===== config.mk =====
export PLATFORM = sky130hd
export DESIGN_NAME = decode_stage
export DESIGN_NICKNAME = d
export VERILOG_FILES = /design/src/rtl/decode_stage.sv
export SDC_FILE = /design/constraint.sdc
export NUM_CORES = 1
export LEC_CHECK = 0
export BUFFER_PORTS_ARGS = -buffer_cell sky130_fd_sc_hd__buf_2
export CELL_PAD_IN_SITES_DETAIL_PLACEMENT = 0
export CELL_PAD_IN_SITES_GLOBAL_PLACEMENT = 1
export CORE_MARGIN = 3
export CORE_UTILIZATION = 27
export CTS_CLUSTER_DIAMETER = 100
export DETAILED_ROUTE_END_ITERATION = 7
export HOLD_SLACK_MARGIN = 0.06
export PLACE_DENSITY = 0.68
export SYNTH_ARGS = -nofsm -noshare
export SYNTH_HDL_FRONTEND = slang
export SYNTH_SLANG_ARGS = --single-unit

===== constraint.sdc =====
create_clock -name clk -period 9.7 [get_ports clk]
set_input_delay 1.455 -clock clk [delete_from_list [all_inputs] [get_ports clk]]
set_output_delay 1.455 -clock clk [all_outputs]
set_load 0.05 [all_outputs]

===== src/rtl/decode_stage.sv =====
// RV32I decode stage: registered field split and immediate build, with a
// two-entry output buffer (main + skid) so in_ready never depends on out_ready.
module decode_stage #(
  parameter int WIDTH   = 32,
  parameter bit SKID_EN = 1'b1
) (
  input  logic             clk,
  input  logic             rst,
  input  logic             flush,
  input  logic             in_valid,
  output logic             in_ready,
  input  logic [WIDTH-1:0] in_instr,
  input  logic [WIDTH-1:0] in_pc,
  output logic             out_valid,
  input  logic             out_ready,
  output logic [WIDTH-1:0] out_pc,
  output logic [6:0]       opcode,
  output logic [4:0]       rd,
  output logic [2:0]       funct3,
  output logic [4:0]       rs1,
  output logic [4:0]       rs2,
  output logic [6:0]       funct7,
  output logic [WIDTH-1:0] imm_ext,
  output logic             illegal
);

  localparam logic [6:0] OP_IMM   = 7'b0010011;
  localparam logic [6:0] OP_LOAD  = 7'b0000011;
  localparam logic [6:0] OP_JALR  = 7'b1100111;
  localparam logic [6:0] OP_STORE = 7'b0100011;
  localparam logic [6:0] OP_BR    = 7'b1100011;
  localparam logic [6:0] OP_JAL   = 7'b1101111;
  localparam logic [6:0] OP_LUI   = 7'b0110111;
  localparam logic [6:0] OP_AUIPC = 7'b0010111;
  localparam logic [6:0] OP_REG   = 7'b0110011;

  typedef enum logic [1:0] {EMPTY, ONE, TWO} state_t;

  typedef struct packed {
    logic [WIDTH-1:0] pc;
    logic [31:0]      instr;
    logic [WIDTH-1:0] imm;
    logic             illegal;
  } entry_t;

  state_t            state, state_next;
  entry_t            main_q, skid_q, new_entry;
  logic              in_fire, out_fire;
  logic [31:0]       instr;
  logic signed [31:0] imm32;
  logic              dec_illegal;

  assign instr    = in_instr[31:0];
  assign in_fire  = in_valid && in_ready;
  assign out_fire = out_valid && out_ready;

  // Immediate is assembled at 32 bits, then sign-extended to WIDTH once.
  always_comb begin
    imm32       = '0;
    dec_illegal = 1'b0;
    case (instr[6:0])
      OP_IMM, OP_LOAD, OP_JALR: imm32 = {{20{instr[31]}}, instr[31:20]};
      OP_STORE:                 imm32 = {{20{instr[31]}}, instr[31:25], instr[11:7]};
      OP_BR:    imm32 = {{19{instr[31]}}, instr[31], instr[7], instr[30:25], instr[11:8], 1'b0};
      OP_JAL:   imm32 = {{11{instr[31]}}, instr[31], instr[19:12], instr[20], instr[30:21], 1'b0};
      OP_LUI, OP_AUIPC:         imm32 = {instr[31:12], 12'b0};
      OP_REG:                   imm32 = '0;
      default:                  dec_illegal = 1'b1;
    endcase
    if (instr[1:0] != 2'b11) begin
      dec_illegal = 1'b1;
      imm32       = '0;
    end
  end

  always_comb begin
    new_entry.pc      = in_pc;
    new_entry.instr   = instr;
    new_entry.imm     = WIDTH'(imm32);
    new_entry.illegal = dec_illegal;
  end

  // NOTE: sequential state uses non-blocking assignments so every flop samples
  // the pre-edge values regardless of block ordering.
  always_ff @(posedge clk or posedge rst) begin
    if (rst) state <= EMPTY;
    else     state <= state_next;
  end

  // With SKID_EN=0, in_ready in ONE implies out_ready, so TWO is unreachable.
  always_comb begin
    state_next = state;
    case (state)
      EMPTY: if (in_fire) state_next = ONE;
      ONE: begin
        if (in_fire && !out_fire)      state_next = TWO;
        else if (!in_fire && out_fire) state_next = EMPTY;
      end
      TWO:     if (out_fire) state_next = ONE;
      default: state_next = EMPTY;
    endcase
    if (flush) state_next = EMPTY;
  end

  always_comb begin
    out_valid = (state != EMPTY);
    if (SKID_EN) in_ready = (state != TWO);
    else         in_ready = (state == EMPTY) || out_ready;
  end

  // NOTE: the buffer registers are reset because they drive the data outputs
  // directly and those must read zero out of reset.
  always_ff @(posedge clk or posedge rst) begin
    if (rst) begin
      main_q <= '0;
      skid_q <= '0;
    end else if (!flush) begin
      case (state)
        EMPTY: if (in_fire) main_q <= new_entry;
        ONE: begin
          if (in_fire && out_fire) main_q <= new_entry;
          else if (in_fire)        skid_q <= new_entry;
        end
        TWO:     if (out_fire) main_q <= skid_q;
        default: ;
      endcase
    end
  end

  assign out_pc  = main_q.pc;
  assign opcode  = main_q.instr[6:0];
  assign rd      = main_q.instr[11:7];
  assign funct3  = main_q.instr[14:12];
  assign rs1     = main_q.instr[19:15];
  assign rs2     = main_q.instr[24:20];
  assign funct7  = main_q.instr[31:25];
  assign imm_ext = main_q.imm;
  assign illegal = main_q.illegal;

endmodule


After elaboration in Yosys (flattened, before gate mapping) --
Index checks and enable logic that the tools add are counted.
Storage, ports and cells: input bits 69, output and inout bits 99, memory bits (writable) 0, memory bits (read-only) 0, bits in latches 0, register bits after elaboration 196, word-level logic and storage cells 60, memories 0
Cells by class: $mul 0, eq/ne operators 19, div/mod/pow operators 0, bitwise operators 2, add/subtract/negate cells 0, $lt $le $gt $ge 0, shift operators 0, mux-type cells 14, reduce and logical (&&, ||, !) cells 16
Operators with widths (number):
- $mux 97 | 3
- $pmux 97 s3 | 1
- $pmux 32 s5 | 1
- $mux 32 | 1
- $eq 7x6->1 const B | 3
- $eq 7x7->1 const B | 3
- $eq 7x5->1 const B | 2
- $mux 2 | 5
- $ne 2x2->1 const B | 5
- $reduce_or 9->1 | 1
- $eq 7x2->1 const B | 1
- $ne 3x3->1 const B | 2
- $pmux 2 s3 | 1
- $logic_and 1x1->1 | 5
- $reduce_and 5->1 | 1
- $ne 4x4->1 const B | 1
- $reduce_and 4->1 | 1
- $reduce_and 3->1 | 1
- $reduce_bool 3->1 | 1
- $reduce_or 3->1 | 1
- $eq 2x1->1 const B | 1
- $eq 2x2->1 const B | 1
- $logic_not 1->1 | 2
- $logic_not 2->1 | 1
- other kinds (4) | 6

Logic depth before layout (Yosys ltp) --
Gate-level depths: netlist of run 1.
depth after elaboration 8, depth in mapped cells 8, mapped depth without buffers 6

Least setup slack after synthesis of run 1 --
No wires, ideal clock.
path kind reg2out, start register state[1], end output in_ready, path slack 7025 ps, stages on the path, launching flop included 5, buffers on the path 1, arrival 1220 ps, cells stage by stage dfrtp_1 inv_1 nor2_2 inv_1 clkbuf_1
On the way: word-level cells in the longest chain between the ends 1
Ends and longest elaborated chain:
- start: declaration | RTL line 46 | state_t state, state_next;
- start signal: assignment | RTL line 87 | else state <= state_next;
- $ne 2x2->1 | RTL line 107 | if (SKID_EN) in_ready = (state != TWO);
- end: declaration | RTL line 11 | output logic in_ready,
No other way between the ends.

Worst setup path after layout of run 1 --
start input in_valid, end register main_q (netlist bit imm_ext[11])
On the way: word-level cells in the longest chain between the ends 4, elaborated cells on any way between the ends 5
Ends and longest elaborated chain:
- start: declaration | RTL line 10 | input logic in_valid,
- $logic_and 1x1->1 * | RTL line 54 | assign in_fire = in_valid && in_ready;
- $logic_and 1x1->1 | RTL line 121 | if (in_fire && out_fire) main_q <= new_entry;
- $ne 2x2->1 (no line)
- $reduce_and 5->1 (no line) *
- end signal: assignment | RTL line 119 | EMPTY: if (in_fire) main_q <= new_entry;
- end signal: assignment | RTL line 121
- end signal: assignment | RTL line 124 | TWO: if (out_fire) main_q <= skid_q;
- end: declaration | RTL line 47 | entry_t main_q, skid_q, new_entry;
Every way passes the cells marked *; elsewhere a longest branch is shown, timed or not. A chain may end at the register's enable or synchronous reset.

==> results.md, run 1 <==
* Critical path cell sequence: buf_2, nand2b_4, a21oi_2, o21ba_4, buf_4, nand3_1, o211ai_1
* Via count at 6995
* Number of buffers inserted for hold repair after clock tree synthesis at 0
* Worst rel slew slack at 21.92%
* Number of distinct library cells after synthesis at 46
* Vias per cell at 4.651
* Sinks on the clock net at 196
* Post-route non-filler standard cell count at 1504
* Placer Congestion at 0.7476
* Number of buffers inserted during clock tree synthesis at 17
* Power Density at 231.4 nW/um^2
* Largest delay contributor family on the critical path: buffers and inverters
* Total Neg Setup Slack at 0 ps
* Clock period minus worst slack at 3553 ps
* Per-instance average area after synthesis at 8.814 sq um
* Overall routing resource usage at 15.04%
* Area contributors post-synth: dfrtp_1, nand2_1, a31oi_1, nor2_1, a21oi_1
* Sequential area share after synthesis at 57.55%
* Synth Warn # at 0
* Core Footprint at 30830 sq um
* Global-route congestion overflow total at 0
* Pin count of the biggest net entering global routing at 126
* Filler cell count at 3228
* H-tree depth at 4
* FF-to-FF path depth at 6
* Final net count at 1164
* Maximum cell stage delay along the critical path at 910 ps
* DIE HEIGHT at 183.7 microns
* Area growth from synthesis to layout at 19.05%
* Cell type contributing the most total cell area after synthesis: dfrtp_1
* Resized cells post-CTS at 0
* Source of the worst hold timing path: skid_q[73]
* Cell area after technology mapping at 8523 sq um
* Core Rows at 64
* Highest-delay cell along the critical path: buf_4
* Die width at 183.7 microns
* Proportion of netlist area held by the largest area contributor at 57.55%
* Number of ports placed on the die boundary at 168
* Die Footprint at 33730 sq um
* Worst setup EP type: register
* Top_reg_cell synth: dfrtp_1
* Most Used Layer, Global Route: met2
* Number of iterations in the first detailed-routing pass at 5
* Max clock buf depth at 2
* Tot Pwr at 2348 uW
* R2r startpoint: state[1]
* Worst slack after detailed placement at 5665 ps
* Number of antenna repair diodes at 0
* Crit start category: input pin
* DRC violations left at 0
* Cell depth of the worst hold path at 2
* # port buffers at 167
* Highest ir drop seen on vdd at 0.1165 mV
* Root buf cell: clkbuf_16
* Path class of the lowest-slack min-delay path: reg -> reg
* Slew at the pin with the worst max-slew slack at 1171 ps
* Detailed Route WL at 25430 microns
* Fraction of synthesis flops using an asynchronous set or reset pin at 100.0%
* Antenna viol nets, final at 0
* Final Slew Violations at 0
* Number of synthesized flops with an enable pin at 0
* Required time reported for the critical path endpoint at 10040 ps
* Slack of the worst reg-to-reg path at 6760 ps
* Average detailed-routed wire length per instance at 16.91 microns
* Ranking of synthesized cells by instance count: nand2_1, dfrtp_1, nor2_1
* Worst Path Class, Setup: in -> reg
* Met2 track utilization from global routing at 23.51%
* Initial Util at 27.65%
* MaxCap Viol Count at 0
* Worst r2r dst: imm_ext[11]
* Number of antenna violations at the first check in global routing at 0
* Detailed placer's ending HPWL at 15500 microns
* Post-route setup slack at 6147 ps
* Hold Crit Endpoint: skid_q[73]
* Via count of the first global-routing pass at 6669
* Fmax at 0.2815 GHz
* Clock transition at the registers of the reported paths at 70 ps
* Final Skew at 9.180 ps
* Worst endpoint data arrival time at 3890 ps
* Cell Count Post-Placement at 1472
* Unrepaired setup endpoints after global routing: no
* Fraction of final layout cells sized beyond drive strength 1 at 21.03%
* Clock tree from TritonCTS: built
* Count of final setup violators at 0
* Initial detailed-routing violation count at 544
* Post-synthesis register bit count at 196
* Share of the clock period used by the worst path after layout at 36.63%
* Pleak at 0.004754 uW
* Gate Count Post-Synth at 967
* Maximum fanout along the worst path at 108
* Number of buffers and inverters on the critical path at 2
* Synthesized Nets at 1036
* Most repeated cell in the gate-level netlist after synthesis: nand2_1
* Insertion delay to the later sink of the worst-skew pair at 440 ps
* Total setup buffers inserted after CTS at 0
* Met3 track demand over resource in global routing at 2.750%
* Total count of hold-check failures in the final report at 0
* Met1 usage at 21.38%
* Global-route wire length before repair at 39590 microns
* Result of the run: finished, final reports clean
[metrics by stage]
| step | area, sq um | hold WS (ps) | util [%] |
|---|---|---|---|
| 3_5_place_dp | 9582 | 461.4 | 31.08 |
| 2_1_floorplan | 8523 | 445.5 | - |
| 4_1_cts | 10150 | 480.3 | 32.91 |
| 5_1_grt | 10150 | 488.5 | 32.91 |
| 6_report | 10150 | 476.3 | 32.91 |
| 3_3_place_gp | 9582 | 456.8 | 31.08 |
[how the worst max path moves through the flow]
stage	start	to	slack, ps	depth (start not counted)
detailed placement	in_valid	imm_ext[11]	5660	7
global route	in_valid	imm_ext[0]	5920	7
finish	in_valid	imm_ext[11]	6150	7
CTS	in_valid	imm_ext[0]	6130	7
floorplan	rst	funct3[0]	2900	1
global placement	in_valid	imm_ext[1]	5680	7
[cells in the final DEF, fill, tap and decap left out, drive strengths merged, types with 10 or more instances in the layout]
cell type  netlist  routed
a211oi          11      11
a21oi           46      46
a31oi           65      65
buf             41     176
clkbuf          26      19
dfrtp          196     196
inv              4      10
nand2          367     367
nand3           20      20
nor2           109     109
nor3            14      14
o21ai           21      21
o22ai           11      11
[per-layer routing]
layer	wire [microns]	up-vias
met3	1093	21
met2	11610	169
met4	368	0
met1	12360	3355
met5	0	-
li1	-	3450
[state kept, by name, indices dropped and copies added, names as in the netlist]
register	count
out_pc	32
funct3	3
state	2
opcode	7
rd	5
rs1	5
skid_q	97
funct7	7
rs2	5
imm_ext	32
illegal	1
[cell families (layout without fill, tap and decap cells)]
| family | Yosys count | in the layout | synth area share, % |
|---|---|---|---|
| DFF | 196 | 196 | 57.55 |
| buffers and inverters | 71 | 212 | 4.624 |
| and+or+nand+nor | 527 | 527 | 24.81 |
| AOI/OAI and AO/OA | 173 | 173 | 13.02 |
[cell type report]
| class | instances | area (sq um) | share of cell area, % |
|---|---|---|---|
| clock buffers | 19 | 452.9 | 4.464 |
| clock inverters | 13 | 112.6 | 1.110 |
| well taps | 396 | 495.5 | 4.883 |
| flip-flops and latches | 196 | 4905 | 48.34 |
| multi-input cells | 700 | 3254 | 32.07 |
| repair buffers | 176 | 903.4 | 8.903 |
| inverters | 4 | 23.77 | 0.2343 |
[power by group]
group          total [uW]  internal [uW]  switching, uW
combinational         591            148            443
clock                 701            352            349
sequential           1060            971           84.3
[tightest hold or removal path, cell delays in order (launching register included)]
cell and delay [ps]:
dfrtp_1 340, nand2_1 50, nand2_1 60
(Power assumes the default switching activity.)
==> inputs of run 2 (changes only) <==
--- a/config.mk
+++ b/config.mk
@@ -5,6 +5,7 @@
 export SDC_FILE = /design/constraint.sdc
 export NUM_CORES = 1
 export LEC_CHECK = 0
+export ABC_AREA = 1
 export BUFFER_PORTS_ARGS = -buffer_cell sky130_fd_sc_hd__buf_2
 export CELL_PAD_IN_SITES_DETAIL_PLACEMENT = 0
 export CELL_PAD_IN_SITES_GLOBAL_PLACEMENT = 1
@@ -13,7 +14,7 @@
 export CTS_CLUSTER_DIAMETER = 100
 export DETAILED_ROUTE_END_ITERATION = 7
 export HOLD_SLACK_MARGIN = 0.06
-export PLACE_DENSITY = 0.68
+export PLACE_DENSITY = 0.69
 export SYNTH_ARGS = -nofsm -noshare
 export SYNTH_HDL_FRONTEND = slang
 export SYNTH_SLANG_ARGS = --single-unit
==> constraint.sdc (replaced) <==
create_clock -name clk -period 3.6 [get_ports clk]
set_input_delay 0.54 -clock clk [delete_from_list [all_inputs] [get_ports clk]]
set_output_delay 0.54 -clock clk [all_outputs]
set_load 0.05 [all_outputs]
==> results.md, run 2 <==
* Power share of the combinational group at 36.2%
* Number of buffers inserted during clock tree synthesis at 17
* Detailed Route WL at 26540 microns
* Most Used Layer, Global Route: met2
* Post-synthesis register bit count at 196
* Most repeated cell in the gate-level netlist after synthesis: nand2_1
* Required time reported for the critical path endpoint at 3920 ps
* Number of flip-flops under the largest register name at 97
* Worst rel slew slack at 44.39%
* Result of the run: finished, final reports clean
* Total Neg Setup Slack at 0 ps
* Core Rows at 66
* Average detailed-routed wire length per instance at 14.94 microns
* R2r startpoint: state[0]
* Top_reg_cell synth: dfrtp_1
* Vias per cell at 4.457
* Path class of the lowest-slack min-delay path: in -> async
* Insertion delay to the later sink of the worst-skew pair at 440 ps
* Total internal power at 4676 uW
* Met1 usage at 20.11%
* Maximum fanout along the worst path at 66
* Fraction of synthesis flops using an asynchronous set or reset pin at 100.0%
* Net load switching power at 3621 uW
* Register name with the most flops: skid_q
* Filler cell count at 3619
* Final net count at 1390
* Number of synthesized flops with an enable pin at 0
* Final Slew Violations at 0
* Number of buffers inserted for hold repair after clock tree synthesis at 0
* Switching Fraction at 43.64%
* Overall routing resource usage at 14.97%
* Post-route setup slack at 1329 ps
* Number of ports placed on the die boundary at 168
* Clock transition at the registers of the reported paths at 90 ps
* Root buf cell: clkbuf_16
* Reg area at 4905 sq um
* Total count of hold-check failures in the final report at 0
* Minimum hold slack at 123.5 ps
* Clock tree from TritonCTS: built
* Detailed placer's ending HPWL at 17530 microns
* Fraction of final layout cells sized beyond drive strength 1 at 16.87%
* Worst setup EP type: register
* Global-route congestion overflow total at 0
* Seq pwr share at 40.7%
* Proportion of netlist area held by the largest area contributor at 53.81%
* Footprint of the multi-input gates at 3528 sq um
* Worst Path Class, Setup: reg -> reg
* Ranking of synthesized cells by instance count: nand2_1, dfrtp_1, o21ai_0
* Pleak at 0.006075 uW
* Area contributors post-synth: dfrtp_1, nand2_1, o21ai_0, nor2_1, inv_1
* Worst slack after detailed placement at 1239 ps
* Final Skew at 16.38 ps
* Post-layout utilization of the core at 33.03%
* Highest ir drop seen on vdd at 0.3714 mV
* Crit start category: register
* Total setup buffers inserted after CTS at 0
* Die Footprint at 36000 sq um
* Fmax at 0.4403 GHz
* Slew at the pin with the worst max-slew slack at 834.1 ps
* Number of distinct library cells after synthesis at 21
* Gate Count Post-Synth at 1190
* Resized cells post-CTS at 0
* Clock period minus worst slack at 2271 ps
* Die width at 189.7 microns
* Power Density at 764.2 nW/um^2
* Cell type contributing the most total cell area after synthesis: dfrtp_1
* First element of the critical path: state[0]
* Area growth from synthesis to layout at 19.11%
* DRC violations left at 0
* DIE HEIGHT at 189.7 microns
* Commonest non-fill, non-tap cell in the layout: nand2_1
* Synthesized Nets at 1259
* Met2 track utilization from global routing at 24.68%
* Initial detailed-routing violation count at 535
* Unrepaired setup endpoints after global routing: no
* Most used cells in the layout excluding fill and tap cells: nand2_1, dfrtp_1, buf_2
* Via count at 7916
* Placer Congestion at 0.7756
* Antenna viol nets, final at 0
* MaxCap Viol Count at 0
* Cell area after technology mapping at 9115 sq um
* Core Footprint at 32870 sq um
* Global-route wire length before repair at 42920 microns
* Sequential area share after synthesis at 53.81%
* Number of iterations in the first detailed-routing pass at 5
* # port buffers at 167
* H-tree depth at 4
* Via count of the first global-routing pass at 7683
* Post-route non-filler standard cell count at 1776
* Clock share of power at 23.1%
* Sinks on the clock net at 196
* Met3 track demand over resource in global routing at 3.372%
* Initial Util at 27.73%
* Per-instance average area after synthesis at 7.660 sq um
* Number of antenna repair diodes at 0
* Worst endpoint data arrival time at 2600 ps
* Number of antenna violations at the first check in global routing at 2
* Pin count of the biggest net entering global routing at 144
* Max clock buf depth at 2
* Synth Warn # at 0
* Share of the clock period used by the worst path after layout at 63.09%
* Cell Count Post-Placement at 1744
* Count of final setup violators at 0
==> run 2: cell count changes after synthesis, sizes merged, moves of 19 or more <==
| cell | before | now |
|---|---|---|
| nand4 | 1 | 20 |
| o21ai | 21 | 136 |
| a21oi | 46 | 0 |
| nand3 | 20 | 45 |
| nand2 | 367 | 521 |
| a31oi | 65 | 13 |
| inv | 4 | 80 |
==> run 2: kinds of logic (layout without fill, tap and decap cells) <==
kind of cell | count (synthesis) | count (layout) | synth area share (%)
simple gates | 689 | 689 | 29.84
compound gates | 154 | 154 | 8.758
flops | 196 | 196 | 53.81
buf+inv | 151 | 295 | 7.591
==> run 2: worst max-delay path, cell delays in order (launching register included) <==
cell and delay (ps):
dfrtp_1 420, inv_2 100, nand2_4 270, o22ai_1 270, inv_1 100, nand2_4 70
buf_4 630, nor2_1 80, nand2_1 110, nand2_1 50
==> run 2: area by class of cell <==
cell class              count  area share (%)
repair buffers            182           9.081
clock buffers              18           4.045
multi-input cells         843           32.50
well taps                 442           5.094
clock inverters            14           1.268
flip-flops and latches    196           45.18
inverters                  81           2.835
==> run 2: metrics by stage <==
stage	instance area (sq um)	power, uW
after floorplan	9119	5640
after global placement	10280	6421
after detailed placement	10280	6469
after CTS	10860	8441
after global routing	10860	8863
final	10860	8297
==> run 2: worst paths after layout <==
kind	to	slack, ps	cells after the start
setup / recovery	imm_ext[7]	1330	9
hold / removal	skid_q[71]	120	2
setup reg to reg	imm_ext[7]	1330	9
hold reg to reg	rs1[4]	480	2
max in group asynchronous	skid_q[92]	2600	3
min in group clk	skid_q[70]	320	3
==> run 2: metal layers <==
layer  vias up  wire length (microns)
li1       3968                      -
met5         -                     21
met3        19                   1344
met4         4                    286
met2       170                  12680
met1      3755                  12200
==> run 2: power groups by stage <==
stage	Combinational, uW	Clock, uW	Sequential (uW)
after floorplan	1050	0	4590
after global placement	3010	0	3410
after detailed placement	3050	0	3420
after CTS	3060	1990	3390
after global routing	3300	2090	3480
final	3000	1920	3380
==> inputs of run 3 (changes only) <==
--- a/config.mk
+++ b/config.mk
@@ -5,7 +5,7 @@
 export SDC_FILE = /design/constraint.sdc
 export NUM_CORES = 1
 export LEC_CHECK = 0
-export ABC_AREA = 1
+export ABC_AREA = 0
 export BUFFER_PORTS_ARGS = -buffer_cell sky130_fd_sc_hd__buf_2
 export CELL_PAD_IN_SITES_DETAIL_PLACEMENT = 0
 export CELL_PAD_IN_SITES_GLOBAL_PLACEMENT = 1
@@ -14,7 +14,7 @@
 export CTS_CLUSTER_DIAMETER = 100
 export DETAILED_ROUTE_END_ITERATION = 7
 export HOLD_SLACK_MARGIN = 0.06
-export PLACE_DENSITY = 0.69
+export PLACE_DENSITY = 0.68
 export SYNTH_ARGS = -nofsm -noshare
 export SYNTH_HDL_FRONTEND = slang
 export SYNTH_SLANG_ARGS = --single-unit
==> constraint.sdc (replaced) <==
create_clock -name clk -period 2.2 [get_ports clk]
set_input_delay 0.33 -clock clk [delete_from_list [all_inputs] [get_ports clk]]
set_output_delay 0.33 -clock clk [all_outputs]
set_load 0.05 [all_outputs]
==> results.md, run 3 (same netlist as run 1, synthesis figures left out) <==
* Die Footprint at 33730 sq um
* Tot Pwr at 10620 uW
* Initial Util at 27.65%
* Path class of the lowest-slack min-delay path: in -> reg
* Count of final setup violators at 0
* Final net count at 1178
* Number of buffers inserted during clock tree synthesis at 17
* Number of iterations in the first detailed-routing pass at 5
* Most used cells in the layout excluding fill and tap cells: nand2_1, dfrtp_1, buf_2
* Required time reported for the critical path endpoint at 1870 ps
* Cell Count Post-Placement at 1485
* Power Density at 1017 nW/um^2
* Total internal power at 6814 uW
* Worst Path Class, Setup: reg -> out
* Clock transition at the registers of the reported paths at 80 ps
* Result of the run: finished, final reports clean
* Net load switching power at 3803 uW
* Insertion delay to the later sink of the worst-skew pair at 430 ps
* Detailed Route WL at 25400 microns
* Pin count of the biggest net entering global routing at 109
* Sinks on the clock net at 196
* Slack of the worst reg-to-reg path at 430 ps
* Final Slew Violations at 0
* Core Rows at 64
* Unrepaired setup endpoints after global routing: no
* Overall routing resource usage at 15.17%
* Root buf cell: clkbuf_16
* Hold Crit Endpoint: skid_q[83]
* Total count of hold-check failures in the final report at 0
* Maximum fanout along the worst path at 17
* Fmax at 0.4815 GHz
* Max clock buf depth at 2
* Clock period minus worst slack at 2077 ps
* # port buffers at 167
* Global-route congestion overflow total at 0
* FF-to-FF path depth at 4
* Switching Fraction at 35.82%
* Worst setup EP type: primary output
* Final Skew at 9.837 ps
* Register name with the most flops: skid_q
* Via count of the first global-routing pass at 6936
* DIE HEIGHT at 183.7 microns
* Worst rel slew slack at 54.63%
* Die width at 183.7 microns
* Source of the worst hold timing path: in_pc[18]
* Vias per cell at 4.703
* Number of ports placed on the die boundary at 168
* Detailed placer's ending HPWL at 16320 microns
* Core Footprint at 30830 sq um
* Slew at the pin with the worst max-slew slack at 680.5 ps
* DRC violations left at 0
* Fraction of final layout cells sized beyond drive strength 1 at 22.01%
* Pleak at 0.004884 uW
* Worst endpoint data arrival time at 1750 ps
* Total setup buffers inserted after CTS at 0
* Average detailed-routed wire length per instance at 16.71 microns
* Post-route non-filler standard cell count at 1520
* Crit start category: register
* Global-route wire length before repair at 40140 microns
* Area growth from synthesis to layout at 22.46%
* Clock tree from TritonCTS: built
* Commonest non-fill, non-tap cell in the layout: nand2_1
* Power share of the combinational group at 25.0%
* Number of antenna violations at the first check in global routing at 1
* R2r startpoint: state[0]
* Share of the clock period used by the worst path after layout at 94.40%
* Worst r2r dst: skid_q[25]
* Seq pwr share at 43.7%
* Via count at 7149
* H-tree depth at 4
* Cell depth of the worst hold path at 3
* Antenna viol nets, final at 0
* Total Neg Setup Slack at 0 ps
* Placer Congestion at 0.7321
* MaxCap Viol Count at 0
* Number of flip-flops under the largest register name at 97
* Highest ir drop seen on vdd at 0.5122 mV
* Clock share of power at 31.2%
* Initial detailed-routing violation count at 524
run 3: cell types whose count changed in the layout (fill, tap and decap cells not counted), moves of 19 or more:
| cell | previous run | this run |
|---|---|---|
| a21oi_1 | 0 | 43 |
| inv_1 | 76 | 2 |
| a31oi_1 | 13 | 65 |
| nand3_1 | 45 | 20 |
| nand4_1 | 20 | 1 |
| o21ai_0 | 121 | 13 |
| nand2_1 | 517 | 367 |
run 3: per-layer routing:
metal,GRT usage [%],routed length [microns]
met5,0,0
met4,3.809,279
met3,3.324,1275
met2,24.09,11710
met1,21.14,12130
run 3: critical path, stage by stage, from the launching register on:
cell      delay (ps)
dfrtp_1          410
inv_1            100
nor2_4           130
clkinv_2         330
buf_2            350
run 3: what timing repair did:
| item | in CTS | in global routing |
|---|---|---|
| endpoints found under the hold margin | 10 | 0 |
| resized for setup | 0 | 1 |
| setup endpoints to repair | 0 | 11 |
| hold buffers | 1 | 0 |
run 3: worst max path at each step:
stage                             to  slack, ps   startpoint
after floorplan            funct3[0]       -660          rst
after global placement    skid_q[25]         60  in_instr[6]
after detailed placement  skid_q[23]        -10  in_instr[6]
after CTS                   in_ready         60     state[1]
after global routing        in_ready          3     state[1]
final                       in_ready        120     state[1]
run 3: per-stage QoR:
step	instance area [sq um]	hold slack, ps	utilization [%]	setup slack (ps)
4_1_cts	10430	78.01	33.83	60.73
2_1_floorplan	8527	396.4	-	-662.4
3_5_place_dp	9806	254.9	31.81	-13.46
6_report	10440	106.2	33.86	123.2
3_3_place_gp	9806	259.2	31.81	58.53
5_1_grt	10440	92.46	33.85	2.604
run 3: final cells by class:
class	count	area (sq um)
inverters	4	20.02
multi-input cells	700	3251
flip-flops and latches	196	4905
clock buffers	18	439.2
repair buffers	190	1149
clock inverters	14	173.9
diodes	2	5.005
fillers	3260	20390
well taps	396	495.5
run 3: power by group through the flow:
stage	logic, uW	clock network [uW]	registers [uW]
2_1_floorplan	892	0	5750
3_3_place_gp	2670	0	4710
3_5_place_dp	2700	0	4710
4_1_cts	2700	3430	4650
5_1_grt	2900	3570	4730
6_report	2660	3320	4640
